<file path="src/rtl/gemm32_acc_drain.sv">
// gemm32_acc_drain: accumulates TILES partial sums per result into a one-entry valid/ready output register; GEMM_ACC_SAT_EN selects saturation over wrap.
module gemm32_acc_drain #(
  parameter int IN_W  = 18,
  parameter int ACC_W = 32,
  parameter int TILES = 4
) (
  input  logic             clk,
  input  logic             rst,
  input  logic             clear,
  input  logic             in_valid,
  output logic             in_ready,
  input  logic [IN_W-1:0]  in_sum,
  output logic             out_valid,
  input  logic             out_ready,
  output logic [ACC_W-1:0] out_data,
  output logic             ovf,
  output logic [15:0]      tile_idx
);
  localparam logic [15:0] LAST = 16'(TILES - 1);
  logic [15:0] tile_q, tile_d;
  logic [ACC_W-1:0] acc_q, acc_d, out_data_q, out_data_d, res;
  logic out_valid_q, out_valid_d, ovf_q, ovf_d, last, accept;
  logic [ACC_W:0] sum;
  always_ff @(posedge clk or posedge rst)
    if (rst) begin
      tile_q      <= '0;
      acc_q       <= '0;
      out_data_q  <= '0;
      out_valid_q <= 1'b0;
      ovf_q       <= 1'b0;
    end else begin
      tile_q      <= tile_d;
      acc_q       <= acc_d;
      out_data_q  <= out_data_d;
      out_valid_q <= out_valid_d;
      ovf_q       <= ovf_d;
    end
  always_comb begin
    last   = tile_q == LAST;
    accept = in_valid && in_ready;
    sum    = {1'b0, (tile_q == 16'd0) ? {ACC_W{1'b0}} : acc_q} + {{(ACC_W + 1 - IN_W){1'b0}}, in_sum};
`ifdef GEMM_ACC_SAT_EN
    res = sum[ACC_W] ? {ACC_W{1'b1}} : sum[ACC_W-1:0];
`else
    res = sum[ACC_W-1:0];
`endif
    tile_d      = clear ? 16'd0 : accept ? (last ? 16'd0 : tile_q + 16'd1) : tile_q;
    acc_d       = clear ? {ACC_W{1'b0}} : (accept && !last) ? res : acc_q;
    out_data_d  = (accept && last) ? res : out_data_q;
    out_valid_d = (accept && last) || (out_valid_q && !out_ready);
    ovf_d       = ovf_q || (accept && sum[ACC_W]);
  end
  // the LAST beat stalls only while the previous result is still undrained
  always_comb begin
    in_ready  = !rst && !clear && !(last && out_valid_q && !out_ready);
    out_valid = out_valid_q;
    out_data  = out_data_q;
    ovf       = ovf_q;
    tile_idx  = tile_q;
  end
endmodule

</file>
<file path="config.mk">
export PLATFORM = sky130hd
export DESIGN_NAME = gemm32_acc_drain
export DESIGN_NICKNAME = d
export VERILOG_FILES = /design/src/rtl/gemm32_acc_drain.sv
export SDC_FILE = /design/constraint.sdc
export NUM_CORES = 1
export LEC_CHECK = 0
export BUFFER_PORTS_ARGS = -buffer_cell sky130_fd_sc_hd__buf_2
export CAP_MARGIN = 20
export CORE_MARGIN = 5
export CORE_UTILIZATION = 62
export CTS_CLUSTER_DIAMETER = 100
export DETAILED_ROUTE_END_ITERATION = 10
export GPL_ROUTABILITY_DRIVEN = 0
export HOLD_SLACK_MARGIN = 0.1
export PLACE_DENSITY_LB_ADDON = 0.3
export SYNTH_ARGS = -nofsm -noshare
export SYNTH_HDL_FRONTEND = slang
export SYNTH_SLANG_ARGS = --single-unit
</file>
<file path="constraint.sdc">
create_clock -name clk -period 6.8 [get_ports clk]
set_input_delay 1.02 -clock clk [delete_from_list [all_inputs] [get_ports clk]]
set_output_delay 1.02 -clock clk [all_outputs]
set_load 0.01 [all_outputs]
</file>
# Word-level counts from Yosys, hierarchy flattened
# Index checks and enable logic that the tools add are counted.
[word_totals]
output_inout_bits = 51
inputBits = 23
word_cells = 33
regBits = 82
[classes]
add_sub_neg = 2
muxes = 6
n_eq_ne = 1
n_reduce_logical = 19
[ops]
columns = ["cell", "n"]
rows = [
  ["$mux W32", 3],
  ["$mux W16", 3],
  ["$add A32 B18 Y33", 1],
  ["$add A16 B1 Y16 const B", 1],
  ["$eq A16 B2 Y1 const B", 1],
  ["$logic_not A16 Y1", 1],
  ["$logic_and A1 B1 Y1", 9],
  ["$logic_not A1 Y1", 5],
  ["$reduce_bool A2 Y1", 2],
  ["$logic_or A1 B1 Y1", 2],
]

# Logic depth before layout (Yosys ltp)
# Gate-level depths: netlist of the first run.
[logic_depth]
word_depth = 9
mapped_depth = 18

# Worst setup path before layout of the first run
# OpenSTA, ideal clock, no wires.
[synth_path]
path_kind = "reg-to-reg"
startpoint = "reg tile_q[13], in the netlist tile_idx[13]"
endpoint = "reg out_data_q[20], in the netlist out_data[20]"
setup_ns = 0.138
arrival_time_ns = 3.635
stages_incl_launch_ff = 16
n_path_buf = 3
period_less_slack_ns = 3.773
t_required_ns = 6.662
path_slack_ns = 3.027
path_cell_list = "dfrtp_1 > nor4_2 > nand4_1 > buf_2 > clkbuf_1 > clkbuf_1 > and2_1 > ha_1 > fa_1 > a211oi_1 > o21ai_2 > o211ai_1 > a21oi_4 > or2_2 > a31oi_1 > o41ai_1"
[synth_via]
elab_chain_len = 7
[synth_lines]
columns = ["item", "line", "text"]
rows = [
  ["start: declaration", "20", "logic [15:0] tile_q, tile_d;"],
  ["start signal: assignment", "32", "tile_q <= tile_d;"],
  ["branches (longest 7 deep; another with $add A32 B18 Y33)", "--", ""],
  ["end signal: assignment", "34", "out_data_q <= out_data_d;"],
  ["end: declaration", "21", "logic [ACC_W-1:0] acc_q, acc_d, out_data_q, out_data_d, res;"],
]
# Several ways; the timed one is not identified.
# A chain may end at the register's enable or synchronous reset.

# Worst setup path in the final report of the first run
[layout_path]
startpoint = "reg tile_q[13], in the netlist tile_idx[13]"
endpoint = "reg acc_q[29]"
[layout_via]
elab_chain_len = 8
[layout_lines]
columns = ["item", "line", "text"]
rows = [
  ["branches (longest 8 deep; another with $add A32 B18 Y33)", "--", ""],
  ["end signal: assignment", "27", "acc_q <= '0;"],
  ["end signal: assignment", "33", "acc_q <= acc_d;"],
  ["end: declaration", "21", ""],
]
# Several ways; the timed one is not identified. The select of a mux whose other input is x is not followed.

==> results of run 1 <==
## state kept, by name, indices dropped and copies added (netlist names)
register	count
out_data	32
acc_q	32
tile_idx	16
out_valid	1
ovf	1
## cells in the mapped netlist, types with 2 or more instances
cell and instances:
nand2_1 86, dfrtp_1 82, o21ai_0 52, and2_1 22, o21ai_1 21, ha_1 20
nor2_1 20, a21oi_1 19, nand3b_1 19, xnor2_1 19, clkbuf_1 18, and3_1 14
xor2_1 13, inv_1 12, a31oi_1 10, buf_2 10, nand3_1 10, a21o_1 8
o31ai_1 8, nand4_1 6, nor3_1 6, o211ai_1 6, o22ai_1 5, nor4_2 4
a211oi_1 3, a32o_1 3, nor3b_1 3, a22o_1 2, and4_1 2, mux2_2 2
nand2b_1 2, nor2b_1 2, o2111ai_2 2, o211ai_2 2, o31ai_2 2, o41ai_1 2
## cell type report
class,count,share of cell area (%)
Timing Repair Buffer,79,7.90
Tap cell,102,2.30
Sequential cell,82,37.0
Inverter,12,0.835
Multi-Input combinational cell,418,48.0
Clock inverter,4,1.35
Clock buffer,12,2.62
## logic make-up after synthesis
kind of cell | share of synthesized area, %
and+or+nand+nor | 21.7
AOI/OAI and AO/OA | 21.0
DFF | 42.0
buffers and inverters | 3.58
xor gates and xnor gates | 5.73
adders and majority gates | 5.53
muxes | 0.461
## worst reg2reg max path: cells and delay by family, from the launching register on
family,cells,cell delay (ns)
compound gates,5,1.32
fa+ha+maj,1,0.40
buf+inv,1,0.38
flops,1,0.46
simple gates,5,1.88
## power by group
group	switching [mW]	internal, mW
combinational	0.0769	0.0433
clock	0.177	0.217
sequential	0.00705	0.499
total	0.261	0.760
## layer usage
metal / up-vias / global-route usage [%] / part of all wire, %
met5: - / 0 / 0
met4: 0 / 9.03 / 2.0
met3: 28 / 3.89 / 7.3
met2: 193 / 40.8 / 47
met1: 2101 / 34.6 / 43
li1: 2051 / - / -
## through the flow
step	total power [mW]	utilization (%)	setup slack, ns	area (sq um)	hold slack (ns)
after floorplan	0.596	-	3.03	4890	0.465
after global placement	0.626	68.7	2.19	5280	0.449
after detailed placement	0.631	68.7	1.95	5280	0.456
after CTS	1.02	71.6	1.92	5500	0.478
after global routing	1.06	72.2	1.85	5550	0.513
final	1.02	72.2	2.29	5550	0.482
## worst max-delay path by stage
stage / slack (ns) / end / from / cells past startpoint
after floorplan: 3.03 / out_data[20]$_DFFE_PP0P_ / tile_idx[13]$_DFFE_PP0P_ / 15
after global placement: 2.19 / acc_q[24]$_DFFE_PP0P_ / tile_idx[13]$_DFFE_PP0P_ / 12
after detailed placement: 1.95 / acc_q[29]$_DFFE_PP0P_ / tile_idx[13]$_DFFE_PP0P_ / 11
after CTS: 1.92 / acc_q[29]$_DFFE_PP0P_ / tile_idx[13]$_DFFE_PP0P_ / 11
after global routing: 1.85 / acc_q[29]$_DFFE_PP0P_ / tile_idx[13]$_DFFE_PP0P_ / 12
final: 2.29 / acc_q[29]$_DFFE_PP0P_ / tile_idx[13]$_DFFE_PP0P_ / 12
==> impl_metrics.env, run 1 <==
export IMPL_synth_area_leaders="dfrtp_1 42%, nand2_1 6.6%, o21ai_0 5.3%"
export IMPL_grt_pass1_wl_mm=20.5
export IMPL_start_util_pct=63.6
export IMPL_cp_start_kind="register"
export IMPL_min_path_type="register to register"
export IMPL_drc=0
export IMPL_worst_r2r_cell_count=12
export IMPL_critPathMaxFanout=17
export IMPL_min_path_cells=2
export IMPL_path_cells="nor4_2 > nand4_1 > buf_8 > and2_1 > ha_1 > o21ai_0 > o21ai_0 > a22oi_1 > o31ai_2 > nand4b_1 > or3_1 > o21ai_0"
export IMPL_r2r_end="acc_q[29]$_DFFE_PP0P_"
export IMPL_crit_family="simple AND/OR/NAND/NOR gates"
export IMPL_postRouteAntennaNets=0
export IMPL_ys_ff_latch=82
export IMPL_multi_input_area_sq_um=2660
export IMPL_grt_max_degree=83
export IMPL_io_buffers=73
export IMPL_p_leak_nw=2.70
export IMPL_max_vdd_ir_drop_mv=0.0838
export IMPL_ys_warn_count=0
export IMPL_finalHoldViolCount=0
export IMPL_endpoint_kind="register"
export IMPL_cts_setup_buffers=0
export IMPL_async_reset_ff_share_pct=100
export IMPL_synth_avg_cell_area_sq_um=9.02
export IMPL_slew_violations=0
export IMPL_overflow=0
export IMPL_synth_area_leader_cell="dfrtp_1"
export IMPL_fmax_mhz=222
export IMPL_die_h_um=98.8
export IMPL_vias=4373
export IMPL_reg2reg_slack_ns=2.29
export IMPL_dp_cells=691
export IMPL_coreArea_sq_um=7690
export IMPL_clock_root_buffer="clkbuf_8"
export IMPL_drt_wl_total_mm=12.0
export IMPL_netlist_instances=542
export IMPL_rsz0062_at_grt="no"
export IMPL_area_growth_pct=13.4
export IMPL_path_clk_slew_ns=0.08
export IMPL_setup_viol=0
export IMPL_cts_resized=0
export IMPL_first_global_vias=4403
export IMPL_worst_pin_slew_ns=1.06
export IMPL_hold_start="out_data[12]$_DFFE_PP0P_"
export IMPL_arrival_ns=4.79
export IMPL_firstDrtPassIters=5
export IMPL_critical_path_most_common_cell="o21ai_0"
export IMPL_synth_main_ff_cell="dfrtp_1"
export IMPL_cp_slowest_cell="o31ai_2"
export IMPL_clockBufferDepth=2
export IMPL_routed_via_density=6.17
export IMPL_period_share_pct=66.4
export IMPL_dp_hpwl_mm=8.20
export IMPL_r2r_start="tile_idx[13]$_DFFE_PP0P_"
export IMPL_cts_buffers=9
export IMPL_required_ns=7.08
export IMPL_ctsHtreeMaxLevel=3
export IMPL_drtIter0Drc=332
export IMPL_synth_cell_types=61
export IMPL_worstSkewPairLatency_ns=0.36
export IMPL_synth_edff_count=0
export IMPL_antenna_found_initial=0
export IMPL_ios=74
export IMPL_cts_sinks=82
export IMPL_holdBufCountCts=0
export IMPL_instances_no_fill=709
export IMPL_status="finished clean"
export IMPL_cap_violations=0
export IMPL_drive_gt1_share_pct=19.1
export IMPL_fin_worst_skew_ns=0.00878
export IMPL_cpPeakStageDelay_ns=0.67
export IMPL_netlist_area_sq_um=4890
export IMPL_min_to="out_data[12]$_DFFE_PP0P_"
export IMPL_mostFrequentLayoutCells="86 x nand2_1, 82 x dfrtp_1, 73 x buf_2"
export IMPL_seq_area_sq_um=2050
export IMPL_syn_nets=586
export IMPL_cts_tree="built"
export IMPL_yosys_area_top_type_share_pct=42.0
export IMPL_dieArea_sq_um=9760
export IMPL_slew_headroom_pct=29.6
export IMPL_final_common_cell="nand2_1"
export IMPL_fillers=633
export IMPL_power_density_nw_per_um2=184
export IMPL_crit_buf_inv=1
export IMPL_rows=32
export IMPL_synth_sequential_area_ratio_pct=42.0
export IMPL_antenna_cells=0
export IMPL_crit_type="register to register"
export IMPL_tns_ns=0
export IMPL_die_w_um=98.8
export IMPL_fin_nets=646
export IMPL_grtUsageTotal_pct=25.2
export IMPL_min_period_ns=4.51
export IMPL_wl_per_cell_um=16.9
Power figures use the tool's default switching activity.
==> run 2, diff against run 1 <==
- CORE_UTILIZATION: 62 -> 52
- clock period: 6.8 -> 4.15 ns (I/O delays scaled with it)
==> run 2 against run 1 <==
Against the previous run: clock skew hardly changed; largest cell class unchanged; critical endpoint unchanged; non-clock buffer count rose by 2; combinational power grew 61%; utilization shrank 12 points; via count down 1.3%; sequential share of layout area up 0.24 points; register-to-register slack worse by 1.9 ns.
==> impl_metrics.env, run 2 (synthesized netlist as in run 1, its figures left out) <==
export IMPL_dp_hpwl_mm=8.62
export IMPL_tns_ns=0
export IMPL_status="finished clean"
export IMPL_start_util_pct=53.2
export IMPL_worstSkewPairLatency_ns=0.36
export IMPL_post_route_util_pct=59.9
export IMPL_worst_r2r_cell_count=13
export IMPL_stdcell_area_sq_um=5510
export IMPL_min_period_ns=3.76
export IMPL_firstDrtPassIters=5
export IMPL_rsz0062_at_grt="no"
export IMPL_min_path_type="primary input to async pin"
export IMPL_fmax_mhz=266
export IMPL_drt_wl_total_mm=12.1
export IMPL_wl_per_cell_um=16.9
export IMPL_ctsHtreeMaxLevel=3
export IMPL_clock_root_buffer="clkbuf_8"
export IMPL_grt_pass1_wl_mm=20.7
export IMPL_grt_max_degree=58
export IMPL_instances_no_fill=718
export IMPL_p_leak_nw=2.69
export IMPL_fillers=807
export IMPL_fin_nets=648
export IMPL_critPathMaxFanout=28
export IMPL_crit_type="register to register"
export IMPL_overflow=0
export IMPL_period_share_pct=90.6
export IMPL_die_w_um=107
export IMPL_cts_tree="built"
export IMPL_holdBufCountCts=0
export IMPL_clockBufferDepth=2
export IMPL_finalHoldViolCount=0
export IMPL_endpoint_kind="register"
export IMPL_first_global_vias=4257
export IMPL_antenna_found_initial=0
export IMPL_fin_worst_skew_ns=0.00848
export IMPL_routed_via_density=6.01
export IMPL_preCtsSetupSlack_ns=0.431
export IMPL_drtIter0Drc=257
export IMPL_coreArea_sq_um=9200
export IMPL_layout_setup_ws_ns=0.391
export IMPL_grtUsageTotal_pct=22.5
export IMPL_slew_headroom_pct=38.7
export IMPL_r2r_end="acc_q[29]$_DFFE_PP0P_"
export IMPL_vias=4316
export IMPL_power_density_nw_per_um2=286
export IMPL_mostFrequentLayoutCells="86 x nand2_1, 82 x dfrtp_1, 73 x buf_2"
export IMPL_final_common_cell="nand2_1"
export IMPL_ios=74
export IMPL_setup_viol=0
export IMPL_io_buffers=73
export IMPL_slew_violations=0
export IMPL_rows=35
export IMPL_cts_sinks=82
export IMPL_cts_setup_buffers=0
export IMPL_area_growth_pct=12.7
export IMPL_arrival_ns=4.04
export IMPL_reg2reg_slack_ns=0.39
export IMPL_cts_buffers=9
export IMPL_postRouteAntennaNets=0
export IMPL_drive_gt1_share_pct=19.3
export IMPL_r2r_start="tile_idx[13]$_DFFE_PP0P_"
export IMPL_cts_resized=0
export IMPL_die_h_um=107
export IMPL_cp_start_kind="register"
export IMPL_required_ns=4.43
export IMPL_antenna_cells=0
export IMPL_dieArea_sq_um=11400
export IMPL_worst_pin_slew_ns=0.919
export IMPL_cap_violations=0
export IMPL_postPlaceCellArea_sq_um=5320
export IMPL_dp_cells=703
export IMPL_max_vdd_ir_drop_mv=0.164
export IMPL_path_clk_slew_ns=0.08
export IMPL_drc=0
run 2: changes by cell type in the layout (fill, tap and decap cells not counted):
| cell | previous run | this run |
|---|---|---|
| buf_4 | 4 | 7 |
| bufinv_16 | 2 | 1 |
| buf_16 | 1 | 0 |
| clkinv_2 | 1 | 4 |
| buf_8 | 1 | 0 |
| clkbuf_8 | 10 | 9 |
| buf_12 | 0 | 1 |
| clkbuf_1 | 2 | 1 |
| clkinvlp_4 | 2 | 0 |
run 2: how the worst max path moves through the flow:
stage	to	cells after the start	slack (ns)	from
CTS	acc_q[29]$_DFFE_PP0P_	13	0.43	tile_idx[13]$_DFFE_PP0P_
global route	acc_q[29]$_DFFE_PP0P_	13	0.14	tile_idx[13]$_DFFE_PP0P_
finish	acc_q[29]$_DFFE_PP0P_	13	0.39	tile_idx[13]$_DFFE_PP0P_
global placement	out_data[20]$_DFFE_PP0P_	12	0.55	tile_idx[7]$_DFFE_PP0P_
detailed placement	acc_q[24]$_DFFE_PP0P_	12	0.43	tile_idx[13]$_DFFE_PP0P_
floorplan	out_data[20]$_DFFE_PP0P_	15	0.38	tile_idx[13]$_DFFE_PP0P_
run 2: critical path: stages (launching register included):
cell	delay, ns
dfrtp_1	0.47
nor4_2	0.41
nand4_1	0.18
buf_4	0.27
and2_1	0.19
ha_1	0.37
o211ai_1	0.12
o211ai_1	0.34
a22oi_1	0.17
o31ai_2	0.24
buf_4	0.23
nand4b_1	0.18
or3_1	0.41
o21ai_0	0.09
run 2: stage by stage:
stage	hold WS, ns	power, mW
after global routing	0.315	1.65
after CTS	0.480	1.59
after detailed placement	0.462	1.04
final	0.272	1.58
after floorplan	0.465	0.976
after global placement	0.451	1.03
run 2: report_power, final:
part           switching [mW]  internal (mW)  total [mW]
combinational           0.124         0.0694       0.193
clock                   0.287          0.269       0.556
sequential             0.0111          0.818       0.829
run 2: cell type report:
cell class	instances	area (sq um)	area share (%)
inverters	12	46.3	0.840
clock buffers	10	128	2.32
multi-input cells	418	2660	48.3
well taps	111	139	2.52
flip-flops and latches	82	2050	37.2
repair buffers	81	438	7.95
clock inverters	4	45.0	0.817
run 2: per-layer routing:
layer	global-route usage, %	vias up	part of all wire, %
met5	0	-	0
met4	9.68	0	2.2
met3	3.79	23	6.9
met2	34.7	168	46
met1	31.2	2056	45
li1	-	2069	-
==> run 3, diff against run 2 <==
--- a/config.mk
+++ b/config.mk
@@ -15,3 +15,3 @@
 export HOLD_SLACK_MARGIN = 0.1
-export PLACE_DENSITY_LB_ADDON = 0.3
+export PLACE_DENSITY = 0.77
 export SYNTH_ARGS = -nofsm -noshare
--- a/constraint.sdc
+++ b/constraint.sdc
@@ -3,2 +3,2 @@
 set_output_delay 0.6225 -clock clk [all_outputs]
-set_load 0.01 [all_outputs]
+set_load 0.05 [all_outputs]
==> run 3 against run 2 <==
Against the previous run: via count increased by 0.46%; wire length barely moved; utilization up 0.29 points; final area is 0.48% higher; critical path type unchanged; critical endpoint unchanged; highest routed layer unchanged.
==> impl_metrics.env, run 3 (synthesized netlist as in run 1, its figures left out) <==
export IMPL_required_ns=4.43
export IMPL_drive_gt1_share_pct=19.5
export IMPL_fin_worst_skew_ns=0.0106
export IMPL_grtUsageTotal_pct=22.5
export IMPL_path_cells="nor4_2 > nand4_1 > buf_4 > and2_1 > ha_1 > nand2_1 > nor4_2 > a22oi_1 > o31ai_2 > buf_4 > nand4b_1 > or3_1 > o21ai_0"
export IMPL_slew_violations=0
export IMPL_p_int_mw=1.16
export IMPL_cts_tree="built"
export IMPL_first_global_vias=4353
export IMPL_cp_slowest_cell="dfrtp_1"
export IMPL_cts_resized=0
export IMPL_power_switching_share_pct=28.4
export IMPL_critPathMaxFanout=17
export IMPL_dieArea_sq_um=11400
export IMPL_vias=4336
export IMPL_fin_nets=649
export IMPL_crit_type="register to register"
export IMPL_max_vdd_ir_drop_mv=0.142
export IMPL_ios=74
export IMPL_drc=0
export IMPL_p_leak_nw=2.70
export IMPL_setup_viol=0
export IMPL_clock_root_buffer="clkbuf_8"
export IMPL_holdBufCountCts=0
export IMPL_arrival_ns=4.02
export IMPL_postRouteAntennaNets=0
export IMPL_cp_startpoint="tile_idx[13]$_DFFE_PP0P_"
export IMPL_cts_setup_buffers=0
export IMPL_slew_headroom_pct=39.9
export IMPL_routed_via_density=6.02
export IMPL_grt_max_degree=63
export IMPL_grt_pass1_wl_mm=21.0
export IMPL_min_period_ns=3.74
export IMPL_coreArea_sq_um=9200
export IMPL_fillers=789
export IMPL_crit_family="simple AND/OR/NAND/NOR gates"
export IMPL_path_clk_slew_ns=0.09
export IMPL_dp_hpwl_mm=8.53
export IMPL_overflow=0
export IMPL_fmax_mhz=268
export IMPL_finalHoldViolCount=0
export IMPL_pwr_share_clk_pct=34.9
export IMPL_ctsHtreeMaxLevel=3
export IMPL_power_density_nw_per_um2=293
export IMPL_rows=35
export IMPL_clockBufferDepth=2
export IMPL_r2r_start="tile_idx[13]$_DFFE_PP0P_"
export IMPL_mostFrequentLayoutCells="86 x nand2_1, 82 x dfrtp_1, 73 x buf_2"
export IMPL_wl_per_cell_um=16.9
export IMPL_die_h_um=107
export IMPL_crit_buf_inv=2
export IMPL_firstDrtPassIters=5
export IMPL_endpoint_kind="register"
export IMPL_antenna_found_initial=0
export IMPL_start_util_pct=53.2
export IMPL_tns_ns=0
export IMPL_min_path_type="primary input to async pin"
export IMPL_worst_pin_slew_ns=0.902
export IMPL_cp_start_kind="register"
export IMPL_cap_violations=0
export IMPL_drt_wl_total_mm=12.1
export IMPL_period_share_pct=90.0
export IMPL_die_w_um=107
export IMPL_rsz0062_at_grt="no"
export IMPL_io_buffers=73
export IMPL_antenna_cells=0
export IMPL_instances_no_fill=720
export IMPL_combPwrFrac_pct=14.1
export IMPL_cpPeakStageDelay_ns=0.45
export IMPL_cts_sinks=82
export IMPL_power_switching_mw=0.461
export IMPL_drtIter0Drc=297
export IMPL_cts_buffers=9
export IMPL_pwr_share_seq_pct=51.0
export IMPL_final_common_cell="nand2_1"
export IMPL_status="finished clean"
export IMPL_worstSkewPairLatency_ns=0.36
export IMPL_dp_cells=704
export IMPL_area_growth_pct=13.2
[run 3: power by group through the flow]
stage                     sequential [mW]  clock (mW)  combinational, mW
after floorplan                     0.877           0              0.130
after global placement              0.844           0              0.220
after detailed placement            0.845           0              0.223
after CTS                           0.830       0.584              0.225
after global routing                0.832       0.624              0.252
final                               0.829       0.567              0.229
[run 3: routing by layer]
metal | vias up | track usage (%) | part of all wire, %
li1 | 2068 | - | -
met1 | 2080 | 30.8 | 44
met2 | 159 | 35.9 | 47
met3 | 29 | 3.97 | 6.5
met4 | 0 | 8.31 | 2.4
met5 | - | 0 | 0
[run 3: layout make-up]
class                   count  area (sq um)  share of cell area (%)
clock buffers              10           128                    2.31
clock inverters             5          56.3                    1.02
inverters                  12          46.3                   0.836
multi-input cells         418          2660                    48.1
flip-flops and latches     82          2050                    37.1
well taps                 111           139                    2.51
repair buffers             82           453                    8.18
[run 3: worst paths after layout]
| kind | to | slack, ns | depth (start not counted) |
|---|---|---|---|
| setup / recovery | acc_q[29]$_DFFE_PP0P_ | 0.41 | 13 |
| hold / removal | tile_idx[13]$_DFFE_PP0P_ | 0.22 | 2 |
| setup reg to reg | acc_q[29]$_DFFE_PP0P_ | 0.41 | 13 |
| hold reg to reg | out_data[1]$_DFFE_PP0P_ | 0.47 | 2 |
| max in group asynchronous | out_data[5]$_DFFE_PP0P_ | 3.06 | 4 |
| min in group clk | out_data[1]$_DFFE_PP0P_ | 0.47 | 2 |
[run 3: per-stage QoR]
| stage | setup slack, ns | total power [mW] | hold WS (ns) | utilization, % | cell area, sq um |
|---|---|---|---|---|---|
| after CTS | 0.406 | 1.64 | 0.470 | 59.9 | 5510 |
| after global placement | 0.583 | 1.06 | 0.448 | 57.9 | 5330 |
| after detailed placement | 0.423 | 1.07 | 0.451 | 57.9 | 5330 |
| after global routing | 0.141 | 1.71 | 0.231 | 60.2 | 5540 |
| final | 0.414 | 1.62 | 0.221 | 60.2 | 5540 |
| after floorplan | 0.178 | 1.01 | 0.465 | - | 4890 |
